[src/rtl/note_sequencer.sv]
// Melody sequencer: fetches note entries from the song store,
// times notes and gaps, and drives a square wave to the speaker.
module note_sequencer #(
  parameter int TICK_DIV  = 1250000,
  parameter int GAP_TICKS = 2,
  parameter int ADDR_W    = 5
) (
  input  logic              CLOCK_50,
  input  logic              RESET_N,
  input  logic              start,
  input  logic              stop,
  input  logic              loop_en,
  output logic [ADDR_W-1:0] seq_addr,
  input  logic [7:0]        seq_data,
  output logic              busy,
  output logic [2:0]        note_code,
  output logic              done,
  output logic              speaker
);

  localparam int GW = (GAP_TICKS < 256) ? 8 : $clog2(GAP_TICKS + 1);
  localparam logic [27:0]   TICK_LAST = 28'(TICK_DIV - 1);
  localparam logic [GW-1:0] GAP_LOAD  = GW'(GAP_TICKS);
  localparam bit            HAS_GAP   = GAP_TICKS != 0;

  typedef enum logic [1:0] {IDLE, FETCH, TONE, GAP} state_t;

  state_t state_q, state_d;

  logic [27:0]       presc_q;
  logic [16:0]       tone_q;
  logic [16:0]       hp_q;
  logic [4:0]        dur_q;
  logic [GW-1:0]     gap_q;
  logic [ADDR_W-1:0] addr_d;
  logic [2:0]        code_d;
  logic              done_d;

  logic tick_end, tone_last, gap_last;
  logic is_end, half_end, rewind;
  logic stay_tone, stay_gap;

  function automatic logic [16:0] half_period(input logic [2:0] c);
    case (c)
      3'd1:    return 17'd95556;
      3'd2:    return 17'd85131;
      3'd3:    return 17'd75843;
      3'd4:    return 17'd71586;
      3'd5:    return 17'd63776;
      3'd6:    return 17'd56818;
      3'd7:    return 17'd47778;
      default: return 17'd0;
    endcase
  endfunction

  assign tick_end  = presc_q == TICK_LAST;
  assign tone_last = tick_end && dur_q == 5'd1;
  assign gap_last  = tick_end && gap_q == GW'(1);
  assign is_end    = seq_data[4:0] == 5'd0;
  assign half_end  = tone_q == hp_q - 17'd1;
  // a marker at address 0 never rewinds, so an empty song cannot spin
  assign rewind    = loop_en && seq_addr != '0;
  assign stay_tone = state_q == TONE && state_d == TONE;
  assign stay_gap  = state_q == GAP && state_d == GAP;

  always_ff @(posedge CLOCK_50 or negedge RESET_N) begin
    if (!RESET_N) begin
      state_q   <= IDLE;
      busy      <= 1'b0;
      done      <= 1'b0;
      note_code <= '0;
      seq_addr  <= '0;
    end else begin
      state_q   <= state_d;
      busy      <= state_d != IDLE;
      done      <= done_d;
      note_code <= code_d;
      seq_addr  <= addr_d;
    end
  end

  always_comb begin
    state_d = state_q;
    unique case (state_q)
      IDLE:  if (start) state_d = FETCH;
      FETCH: begin
        if (!is_end)     state_d = TONE;
        else if (!rewind) state_d = IDLE;
      end
      TONE:  if (tone_last) state_d = HAS_GAP ? GAP : FETCH;
      GAP:   if (gap_last) state_d = FETCH;
      default: state_d = IDLE;
    endcase
    if (stop) state_d = IDLE;
  end

  always_comb begin
    addr_d = seq_addr;
    code_d = '0;
    done_d = 1'b0;
    unique case (state_q)
      IDLE:  addr_d = '0;
      FETCH: begin
        if (!is_end) begin
          code_d = seq_data[7:5];
        end else begin
          addr_d = '0;
          done_d = !rewind;
        end
      end
      TONE: begin
        if (!tone_last)    code_d = note_code;
        else if (!HAS_GAP) addr_d = seq_addr + 1'b1;
      end
      GAP:   if (gap_last) addr_d = seq_addr + 1'b1;
      default: addr_d = '0;
    endcase
    if (stop) begin
      addr_d = '0;
      code_d = '0;
      done_d = 1'b0;
    end
  end

  always_ff @(posedge CLOCK_50 or negedge RESET_N) begin
    if (!RESET_N) begin
      presc_q <= '0;
      tone_q  <= '0;
      hp_q    <= '0;
      dur_q   <= '0;
      gap_q   <= '0;
      speaker <= 1'b0;
    end else begin
      if (stay_tone || stay_gap)
        presc_q <= tick_end ? '0 : presc_q + 1'b1;
      else
        presc_q <= '0;

      if (state_q == FETCH) begin
        dur_q <= seq_data[4:0];
        hp_q  <= half_period(seq_data[7:5]);
      end else if (state_q == TONE && tick_end) begin
        dur_q <= dur_q - 1'b1;
      end

      if (state_q == TONE)
        gap_q <= GAP_LOAD;
      else if (state_q == GAP && tick_end)
        gap_q <= gap_q - 1'b1;

      // a rest has hp_q of 0: the counter just wraps, speaker stays low
      if (stay_tone) begin
        tone_q <= half_end ? '0 : tone_q + 1'b1;
        if (half_end && hp_q != '0) speaker <= ~speaker;
      end else begin
        tone_q  <= '0;
        speaker <= 1'b0;
      end
    end
  end

endmodule

[config.mk]
export PLATFORM = sky130hd
export DESIGN_NAME = note_sequencer
export DESIGN_NICKNAME = d
export VERILOG_FILES = /design/src/rtl/note_sequencer.sv
export SDC_FILE = /design/constraint.sdc
export NUM_CORES = 1
export LEC_CHECK = 0
export CAP_MARGIN = 20
export CORE_ASPECT_RATIO = 0.75
export CORE_MARGIN = 3
export CORE_UTILIZATION = 50
export CTS_CLUSTER_DIAMETER = 150
export DETAILED_ROUTE_END_ITERATION = 12
export MAX_ROUTING_LAYER = met4
export PLACE_DENSITY = 0.71
export SKIP_LAST_GASP = 1
export SYNTH_ARGS = -nofsm -noshare
export SYNTH_HDL_FRONTEND = slang
export SYNTH_SLANG_ARGS = --single-unit
[constraint.sdc]
create_clock -name CLOCK_50 -period 2.7 [get_ports CLOCK_50]
set_clock_uncertainty 0.1 [all_clocks]
set_input_delay 0.405 -clock CLOCK_50 [delete_from_list [all_inputs] [get_ports CLOCK_50]]
set_output_delay 0.405 -clock CLOCK_50 [all_outputs]
set_load 0.02 [all_outputs]
After elaboration in Yosys (flattened, before gate mapping)
Cells that the tools add are included.
{"block": "classes", "addsub": 6, "n_bitwise": 1, "n_reduce_logical": 19, "n_eq_ne": 20, "mux": 29}
{"operator": "17-bit one-hot mux with 7 select lines", "count": 1}
{"operator": "28-bit 2-to-1 mux", "count": 2}
{"operator": "17-bit 2-to-1 mux", "count": 2}
{"operator": "28-bit by 1-bit adder with 28-bit output (second input constant)", "count": 1}
{"operator": "28-bit by 21-bit equality test with 1-bit output (second input constant)", "count": 1}
{"operator": "5-bit 2-to-1 mux", "count": 5}
{"operator": "17-bit by 1-bit adder with 17-bit output (second input constant)", "count": 1}
{"operator": "17-bit equality test", "count": 1}
{"operator": "17-bit nonzero test", "count": 1}
{"operator": "17-bit by 1-bit subtractor with 17-bit output (second input constant)", "count": 1}
{"operator": "8-bit 2-to-1 mux", "count": 2}
{"operator": "5-bit one-hot mux with 3 select lines", "count": 1}
{"operator": "3-bit equality test (second input constant)", "count": 4}
{"operator": "2-bit 2-to-1 mux", "count": 6}
{"operator": "3-bit 2-to-1 mux", "count": 3}
{"operator": "3-bit != test (second input constant)", "count": 3}
{"operator": "2-bit equality test (second input constant)", "count": 4}
{"operator": "8-bit by 1-bit equality test with 1-bit output (second input constant)", "count": 1}
{"operator": "1-bit logical AND", "count": 8}
{"operator": "2-bit one-hot mux with 4 select lines", "count": 1}
{"operator": "8-bit by 1-bit subtractor with 8-bit output (second input constant)", "count": 1}
{"operator": "3-bit by 2-bit equality test with 1-bit output (second input constant)", "count": 2}
{"operator": "3-bit one-hot mux with 2 select lines", "count": 1}
{"operator": "2-bit nonzero test", "count": 3}
{"operator": "15 further kinds", "count": 19}
{"block": "word_totals", "input_bits": 13, "out_inout_bits": 11, "regBits": 88}

Longest topological paths before layout
Gate-level depths: netlist of run 1.
{"block": "logic_depth", "word_depth": 10, "ltp_mapped": 10, "mapped_depth_nobuf": 9}

Worst setup path before layout of run 1
No wires, ideal clock.
{"block": "synth_path", "kind": "register -> register", "start": "reg hp_q[0]", "end": "reg speaker", "n_path_buf": 0, "setup_time_ns": 0.078, "period_less_slack_ns": 2.996, "required_ns": 2.522, "path_stages_with_launch": 10, "arrival_time_ns": 2.818, "slack_ns": -0.296, "cell_sequence": "dfrtp_1 -> inv_1 -> ha_1 -> nor2b_1 -> nand4_1 -> xnor2_1 -> or4b_1 -> a2111o_1 -> or4_1 -> a21oi_1"}
{"block": "synth_between", "elab_chain_cells": 4, "elab_cells_between_ends": 5, "cone_classes": "1 x add/sub; 2 x eq/ne; 2 x reduce/logical"}
{"item": "start: declaration", "line_no": "32", "text": "logic [16:0] hp_q;"}
{"item": "start signal: assignment", "line_no": "141", "text": "hp_q <= half_period(seq_data[7:5]);"}
{"item": "17-bit by 1-bit subtractor with 17-bit output", "line_no": "60", "text": "assign half_end = tone_q == hp_q - 17'd1;"}
{"item": "17-bit equality test", "line_no": "60"}
{"item": "1-bit logical AND *", "line_no": "154", "text": "if (half_end && hp_q != '0) speaker <= ~speaker;"}
{"item": "2-bit by 1-bit != test with 1-bit output (no source line) *"}
{"item": "end signal: assignment", "line_no": "154"}
{"item": "end: declaration", "line_no": "18", "text": "output logic speaker"}
Mark *: on every way between the ends. The rest lies on a longest branch, timed or not.
A chain may end at the register's enable or synchronous reset.

Worst setup path in the final report of run 1
Same ends and word-level chain as after synthesis.

==> impl_metrics.tcl, run 1 <==
set metrics [dict create \
    routed_wl_um 11100 \
    pwr_density_cell_nw_per_um2 598 \
    h-tree-depth 3 \
    place_hpwl_um 8010 \
    finalCritPeriodShare 1.01 \
    status "complete, but fails checks" \
    avgRoutedWirePerCell_um 15.4 \
    whs_ns 0.386 \
    violations "negative setup slack" \
    worstPathRequired_ns 2.87 \
    leakagePower_nw 2.46 \
    num_rows 30 \
    power.switching_mw 1.08 \
    cp_slowest_stage_delay_ns 0.49 \
    drv_cap 0 \
    boundaryPins 24 \
    grt_max_degree 43 \
    fp.dieH_um 91.3 \
    p_int_mw 2.44 \
    async_flop_share 1.00 \
    crit_chain "buf_4, nor3_4, nand4_1, xnor2_1, or4b_1, a2111o_1, or4_1, a21oi_2" \
    clkTransAtPathRegs_ns 0.06 \
    yosys_warnings 0 \
    hold_path_class "flip-flop to flip-flop" \
    cts_root_buffer "clkbuf_16" \
    avgSynthCellArea_um2 9.23 \
    cts_tree "yes" \
    yosysTopAreaCellShare 0.454 \
    layout_min_cycle_time_ns 2.74 \
    antenna_found_initial 0 \
    yosysSeqAreaShare 0.454 \
    fin_tns_setup_ns -0.0397 \
    rsz0062_at_grt "yes" \
    layout_common_cells "86 x dfrtp_1, 56 x nor2_1, 55 x nand2_1, 34 x buf_4, 32 x xor2_1" \
    die_area_um2 10900 \
    clock_sinks 88 \
    synth_largest_area_cell "dfrtp_1" \
    clockBufferDepth 2 \
    worst_setup_path_end_kind "flip-flop" \
    p_comb_frac 0.228 \
    worstMarginPinSlew_ns 0.568 \
    final_cells 716 \
    grt_usage 0.220 \
    pwr-share-seq 0.443 \
    final_util 0.638 \
    port_buffers 23 \
    drtIter0Drc 226 \
    drv_slew 0 \
    clk_latency_ns 0.34 \
    syn-num-nets 552 \
    postRouteAntennaNets 0 \
    setup_violations 1 \
    ys.flop_type "dfrtp_1" \
    place.gp.congestion 0.916 \
    dp_cells 695 \
    core-area_um2 9230 \
    peakVddDrop_uv 433 \
    cp.arrival_ns 2.91 \
    synthCells 526 \
    nNetsFinal 610 \
    hold_viol 0 \
    cpMaxStageDelayCell "or4b_1" \
    synthToLayoutAreaGrowth_pct 21.4 \
    syn_area_um2 4850 \
    grt_overflow 0 \
    first_pass_iters 5 \
    via_per_inst 5.70 \
    final.setup.worst_slack_ns -0.0397 \
    path_class "flip-flop to flip-flop" \
    p_clk_frac 0.330 \
    synth.distinct_cells 53 \
    cp_top_family "simple AND/OR/NAND/NOR gates" \
    final_layout_size_suffix_gt1_frac 0.133 \
    layout_commonest_cell "dfrtp_1" \
    pre_cts_ws_ns -0.0725 \
    critPathBufInv 1 \
    synth_edf_count 0 \
    vias 4082 \
    num-fill-cells 771 \
    num_antenna_cells 0 \
    drc 0 \
    synth_area_leaders "dfrtp_1 45%, xor2_1 5.8%, xnor2_1 5.4%" \
    grt_first_pass_wirelength_um 19000 \
    grt_pass1_vias 3923 \
    slew_headroom 0.622 \
    netSwitchingFraction 0.307 \
    cts_made_buffers 9 \
    start_kind "flip-flop" \
    cp_max_fo 5 \
    fp.dieW_um 120 \
    ys_seq_elements 88 \
    initial_core_util 0.526 \
    fmax_mhz 365 \
]
## power groups by stage
stage                     Clock (mW)  Combinational (mW)  Sequential [mW]
after floorplan                    0               0.479             1.55
after global placement             0               0.725             1.57
after detailed placement           0               0.753             1.57
after CTS                       1.19               0.797             1.56
after global routing            1.26               0.888             1.57
final                           1.16               0.803             1.56
## synthesized netlist by cell type (2+ instances only)
master     n
a211oi_1   2
a21o_1     3
a21oi_1   16
a22o_1     5
a31oi_1    4
and2_1     4
and3_1     9
and4_1     5
buf_2      3
clkbuf_1  11
dfrtp_1   88
ha_1      13
inv_1     18
mux2_2     2
mux2i_1    3
nand2_1   56
nand2b_1   4
nand3_1   30
nand4_1   10
nor2_1    56
nor2b_1    6
nor3_1    26
nor3b_1    3
nor4_1    10
nor4b_1    3
o211ai_1   4
o21ai_0   31
o31ai_1    2
or3_1     11
or4_1      4
or4b_2     2
xnor2_1   30
xor2_1    32
## area by class of cell
cell class	count	area, um^2	share of cell area
Multi-Input combinational cell	405	2620	0.444
Sequential cell	88	2200	0.374
Timing Repair Buffer	61	566	0.0960
Clock buffer	11	243	0.0412
Tap cell	128	160	0.0272
Inverter	19	71.3	0.0121
Clock inverter	4	30.0	0.00510
## kinds of logic after synthesis
family                     after synthesis  synth area share
buffers and inverters                   33            0.0263
and+or+nand+nor                        248             0.265
adders and majority gates               13            0.0335
xor gates and xnor gates                62             0.112
AOI/OAI and AO/OA                       77            0.0993
DFF                                     88             0.454
muxes                                    5            0.0108
## metrics by stage
step	cell area [um^2]	power, mW
floorplan	4880	2.03
global placement	5500	2.29
detailed placement	5500	2.32
CTS	5840	3.55
global route	5890	3.72
finish	5890	3.53
## timing repair
action	4_1_cts	5_1_grt
hold buffers	1	0
buffers inserted	3	2
pin swaps	2	6
gates cloned	0	0
endpoints found under the setup margin	2	25
resized for setup	6	8
hold endpoints to repair	40	0
## final timing paths
kind,start,to,slack [ns],cells past startpoint
setup / recovery,hp_q[0],speaker,-0.04,8
min in group asynchronous,RESET_N,tone_q[8],0.51,2
setup reg to reg,hp_q[0],speaker,-0.04,8
hold / removal,presc_q[0],presc_q[0],0.39,1
max in group asynchronous,RESET_N,presc_q[5],1.39,3
hold reg to reg,presc_q[0],presc_q[0],0.39,1
## state kept, by name (all words and copies together) (netlist names)
register,flops
note_code,3
gap_q,8
tone_q,17
hp_q,17
dur_q,5
presc_q,28
busy,1
done,1
state_q,2
speaker,1
seq_addr,5
## worst register-to-register path, stage by stage (launching register included)
cell,delay [ns]
dfrtp_1,0.38
buf_4,0.15
nor3_4,0.28
nand4_1,0.16
xnor2_1,0.16
or4b_1,0.49
a2111o_1,0.32
or4_1,0.49
a21oi_2,0.14
## routing by layer
metal	vias to the layer above	GRT usage	share of wire
li1	1983	-	-
met1	2003	0.300	0.48
met2	79	0.329	0.47
met3	17	0.0467	0.035
met4	0	0.0696	0.016
met5	-	-	0
Note: power is estimated with default switching activity, not from simulation.
==> run 2: changes to the inputs <==
==> constraint.sdc (replaced) <==
create_clock -name CLOCK_50 -period 2.7 [get_ports CLOCK_50]
set_clock_uncertainty 0.1 [all_clocks]
set_input_delay 0.405 -clock CLOCK_50 [delete_from_list [all_inputs] [get_ports CLOCK_50]]
set_output_delay 0.405 -clock CLOCK_50 [all_outputs]
set_load 0.1 [all_outputs]
==> run 2 against run 1 <==
Against the previous run:
- the flow still finishes with violations (negative setup slack)
- via count is 0.78% lower
- non-clock buffer count fell by 2
- sequential power is essentially flat
- critical path type unchanged
==> impl_metrics.tcl, run 2 (synthesis results as in run 1) <==
set metrics [dict create \
    status "complete, but fails checks" \
    violations "negative setup slack" \
    p_int_mw 2.71 \
    nNetsFinal 608 \
    first_pass_iters 5 \
    synthToLayoutAreaGrowth_pct 22.2 \
    hold_path_class "input pin to asynchronous set/reset pin" \
    stdcell_area_um2 5930 \
    largestRegisters "presc_q (28), hp_q (17), tone_q (17)" \
    final.setup.worst_slack_ns -0.0445 \
    power.switching_mw 1.14 \
    drv_slew 0 \
    layout_commonest_cell "dfrtp_1" \
    drtIter0Drc 225 \
    vias 4050 \
    hold_viol 0 \
    cp_max_fo 2 \
    drv_cap 0 \
    dp_cells 693 \
    postRouteAntennaNets 0 \
    grt_usage 0.215 \
    slew_headroom 0.631 \
    pre_cts_ws_ns -0.0750 \
    use_met3 0.0529 \
    largest_reg_flops 28 \
    place_hpwl_um 7680 \
    core-area_um2 9230 \
    routed_wl_um 10800 \
    initial_core_util 0.526 \
    setup_violations 1 \
    grt_max_degree 73 \
    whs_ns 0.373 \
    placed_area_um2 5460 \
    via_per_inst 5.66 \
    num_antenna_cells 0 \
    die_area_um2 10900 \
    worst_setup_path_end_kind "flip-flop" \
    reg2regPathDepth 7 \
    reg2reg_to "speaker" \
    finalCritPeriodShare 1.02 \
    clkTransAtPathRegs_ns 0.07 \
    top_usage_layer "met2" \
    cp.arrival_ns 2.92 \
    p_clk_frac 0.378 \
    clk_latency_ns 0.34 \
    place.gp.congestion 0.948 \
    num_rows 30 \
    clockBufferDepth 2 \
    antenna_found_initial 0 \
    cts_made_buffers 9 \
    worstMarginPinSlew_ns 0.552 \
    worstPathRequired_ns 2.87 \
    final_layout_size_suffix_gt1_frac 0.153 \
    num-fill-cells 763 \
    grt_overflow 0 \
    clock_sinks 88 \
    fmax_mhz 364 \
    pwr-share-seq 0.405 \
    grt_pass1_vias 3923 \
    rrSetupSlack_ns -0.04 \
    regMostFlops "presc_q" \
    path_class "flip-flop to flip-flop" \
    netSwitchingFraction 0.296 \
    h-tree-depth 3 \
    avgRoutedWirePerCell_um 15.2 \
    port_buffers 23 \
    fp.dieH_um 91.3 \
    cts_root_buffer "clkbuf_16" \
    cts_tree "yes" \
    fp.dieW_um 120 \
    rsz0062_at_grt "yes" \
    use_met2 0.321 \
    layout_common_cells "85 x dfrtp_1, 56 x nor2_1, 56 x nand2_1, 43 x buf_4, 32 x xor2_1" \
    boundaryPins 24 \
    drc 0 \
    grtUsageMet1 0.291 \
    leakagePower_nw 2.51 \
    layout_min_cycle_time_ns 2.74 \
    final_cells 715 \
    start_kind "flip-flop" \
    grt_first_pass_wirelength_um 18800 \
    reg2reg_from "hp_q[9]" \
    pwr_density_cell_nw_per_um2 649 \
    peakVddDrop_uv 453 \
    p_comb_frac 0.217 \
]
run 2: layout make-up:
class                           instances  area [um^2]  share of cell area
Clock inverter                          7          128              0.0215
Timing Repair Buffer                   59          523              0.0882
Sequential cell                        88         2210               0.372
Inverter                               19         71.3              0.0120
Tap cell                              128          160              0.0270
Clock buffer                            9          225              0.0380
Multi-Input combinational cell        405         2620               0.441
run 2: timing repair:
action	CTS	global route
buffers inserted	3	2
endpoints found under the setup margin	19	27
gates resized for setup	4	11
hold endpoints to repair	16	0
hold buffers	1	0
pin swaps	1	6
run 2: through the flow:
step / total power, mW / TNS (ns) / util
floorplan: 2.06 / 0 / -
global placement: 2.31 / -0.0206 / 0.591
detailed placement: 2.34 / -0.154 / 0.591
CTS: 3.85 / -0.0645 / 0.636
global route: 4.04 / -0.939 / 0.642
finish: 3.85 / -0.0445 / 0.642
run 2: worst max path at each step:
stage / startpoint / endpoint / slack [ns] / cells past startpoint
3_5_place_dp: hp_q[6] / speaker / -0.08 / 7
4_1_cts: hp_q[6] / speaker / -0.04 / 7
2_1_floorplan: hp_q[0] / speaker / 0.008 / 9
5_1_grt: hp_q[1] / speaker / -0.13 / 8
3_3_place_gp: presc_q[11] / gap_q[6] / -0.02 / 6
6_report: hp_q[9] / speaker / -0.04 / 7
run 2: worst max-delay path: stages, from the launching register on:
cell	delay, ns
dfrtp_2	0.43
nor4_4	0.34
nand4_1	0.19
xnor2_1	0.16
or4b_1	0.52
a2111o_1	0.33
or4_4	0.49
a21oi_2	0.13
run 2: power groups by stage:
stage | Combinational [mW] | Sequential (mW) | Clock (mW)
after floorplan | 0.479 | 1.58 | 0
after global placement | 0.747 | 1.57 | 0
after detailed placement | 0.766 | 1.57 | 0
after CTS | 0.806 | 1.56 | 1.48
after global routing | 0.916 | 1.57 | 1.55
final | 0.836 | 1.56 | 1.46
run 2: layer usage:
metal	wire, um	share of wire	vias up
met4	202	0.019	0
li1	-	-	1967
met2	5010	0.46	113
met3	557	0.051	24
met5	0	0	-
met1	5080	0.47	1946
==> run 3: changes to the inputs <==
--- a/config.mk
+++ b/config.mk
@@ -7,7 +7,6 @@
 export LEC_CHECK = 0
 export CAP_MARGIN = 20
 export CORE_ASPECT_RATIO = 0.75
-export CORE_MARGIN = 3
 export CORE_UTILIZATION = 50
 export CTS_CLUSTER_DIAMETER = 150
 export DETAILED_ROUTE_END_ITERATION = 12
==> run 3 against run 2 <==
Against the previous run:
- the flow still finishes with violations (negative setup slack)
- clock power down 12%
- largest power group unchanged
- global-route usage grew 2.3 points
- via count is 2.0% lower
- non-clock buffer count up 5
- cell area is 0.68% lower
- largest cell class unchanged
- core utilization down 0.43 points
- worst hold slack better by 0.0085 ns
- die area fell by 7.6%
- first-iteration DRC count is 6.2% lower
- maximum frequency rose by 0.42%
- critical path depth unchanged
- sequential power hardly changed
==> impl_metrics.tcl, run 3 (synthesis results as in run 1) <==
set metrics [dict create \
    slew_headroom 0.567 \
    nNetsFinal 613 \
    setup_violations 1 \
    path_class "flip-flop to flip-flop" \
    clkTransAtPathRegs_ns 0.06 \
    rrSetupSlack_ns -0.03 \
    initial_core_util 0.526 \
    num-fill-cells 784 \
    final_cells 719 \
    crit_chain "nor4_4, nand4_1, xnor2_1, or4b_1, a2111o_1, or4_1, a21oi_1" \
    drv_cap 0 \
    place.gp.congestion 0.866 \
    status "complete, but fails checks" \
    place_hpwl_um 7810 \
    grt_usage 0.238 \
    fin_tns_setup_ns -0.0331 \
    seq_area_um2 2200 \
    port_buffers 23 \
    regMostFlops "presc_q" \
    leakagePower_nw 2.52 \
    cts_root_buffer "clkbuf_16" \
    drc 0 \
    fmax_mhz 366 \
    multi_input_area_um2 2590 \
    grt_pass1_vias 3817 \
    num_antenna_cells 0 \
    boundaryPins 24 \
    cp_max_fo 4 \
    fp.dieW_um 116 \
    hold_viol 0 \
    start_kind "flip-flop" \
    layout_commonest_cell "dfrtp_1" \
    cp_slowest_stage_delay_ns 0.52 \
    hold_path_class "flip-flop to flip-flop" \
    grt_overflow 0 \
    rsz0062_at_grt "yes" \
    fp.dieH_um 87.3 \
    stdcell_area_um2 5890 \
    cp_top_family "simple AND/OR/NAND/NOR gates" \
    worstMarginPinSlew_ns 0.647 \
    largest_reg_flops 28 \
    postRouteAntennaNets 0 \
    die_area_um2 10100 \
    grt_max_degree 53 \
    total_power_mw 3.69 \
    drv_slew 0 \
    worst_setup_path_end_kind "flip-flop" \
    layout_min_cycle_time_ns 2.73 \
    min_from "presc_q[0]" \
    timing.critical_path.from "hp_q[7]" \
    vias 3969 \
    whs_ns 0.382 \
    clock_sinks 88 \
    peakVddDrop_uv 325 \
    via_per_inst 5.52 \
    grt_first_pass_wirelength_um 17900 \
    violations "negative setup slack" \
    hold_end "presc_q[0]" \
    cts_made_buffers 9 \
    reg2regPathDepth 7 \
    worstPathRequired_ns 2.86 \
    cpMaxStageDelayCell "or4b_1" \
    min_path_cells 1 \
    num_rows 30 \
    routed_wl_um 10800 \
    antenna_found_initial 0 \
    finalCritPeriodShare 1.01 \
    reg2reg_from "hp_q[7]" \
    drtIter0Drc 211 \
    cp.arrival_ns 2.89 \
    synthToLayoutAreaGrowth_pct 21.4 \
    core-area_um2 9230 \
    critPathBufInv 0 \
    largestRegisters "presc_q (28), hp_q (17), tone_q (17)" \
    final.setup.worst_slack_ns -0.0331 \
    first_pass_iters 4 \
    final_layout_size_suffix_gt1_frac 0.144 \
    h-tree-depth 3 \
    pwr_density_cell_nw_per_um2 626 \
    avgRoutedWirePerCell_um 15.0 \
    clockBufferDepth 2 \
    placed_area_um2 5490 \
    reg2reg_to "speaker" \
    cts_tree "yes" \
    dp_cells 699 \
    clk_latency_ns 0.34 \
    layout_common_cells "87 x dfrtp_1, 56 x nor2_1, 56 x nand2_1, 46 x buf_4, 32 x xor2_1" \
]
## run 3: cell types whose count changed in the layout (fill, tap and decap cells not counted), moves of 2 or more
cell / change
clkinv_4: -2
clkbuf_1: +2
dfrtp_2: -2
clkinv_2: +2
buf_6: +3
nor4_1: +2
nor4_2: -2
buf_4: +3
dfrtp_1: +2
## run 3: cell type report
cell class,count,area share
sequential,88,0.374
timing repair buffer,64,0.0949
multi-input combinational,405,0.440
clock inverter,4,0.0119
clock buffer,11,0.0395
tap,128,0.0272
inverter,19,0.0121
## run 3: metrics by stage
step,util,setup WS (ns)
floorplan,-,0.00755
global placement,0.595,-0.0134
detailed placement,0.595,-0.0265
CTS,0.632,-0.0314
global route,0.638,-0.123
finish,0.638,-0.0331
## run 3: where the power goes
part           switching (mW)  leakage [nW]  internal (mW)
sequential              0.139          1.18           1.42
clock                   0.489         0.149          0.803
combinational           0.446          1.18          0.387
## run 3: what timing repair did
item                                   CTS  global route
buffers inserted                         2             1
gates resized for setup                  2            10
pin swaps                                1             3
gates cloned                             0             1
hold buffers                             1             0
endpoints found under the hold margin   36             0
setup endpoints to repair                2            25
## run 3: how the worst max path moves through the flow
stage	endpoint	slack [ns]	cells past startpoint
2_1_floorplan	speaker	0.008	9
3_3_place_gp	gap_q[6]	-0.01	6
3_5_place_dp	speaker	-0.03	7
4_1_cts	speaker	-0.03	9
5_1_grt	speaker	-0.12	7
6_report	speaker	-0.03	7
## run 3: metal layers
metal | track usage | vias up | part of all wire
met3 | 0.0480 | 7 | 0.032
met1 | 0.314 | 1931 | 0.49
met2 | 0.366 | 56 | 0.46
met5 | - | - | 0
li1 | - | 1975 | -
met4 | 0.0839 | 0 | 0.0087
## run 3: worst register-to-register path, stage by stage (launching register included)
cell and delay [ns]:
dfrtp_1 0.43, nor4_4 0.32, nand4_1 0.19, xnor2_1 0.16, or4b_1 0.52, a2111o_1 0.32, or4_1 0.47, a21oi_1 0.15
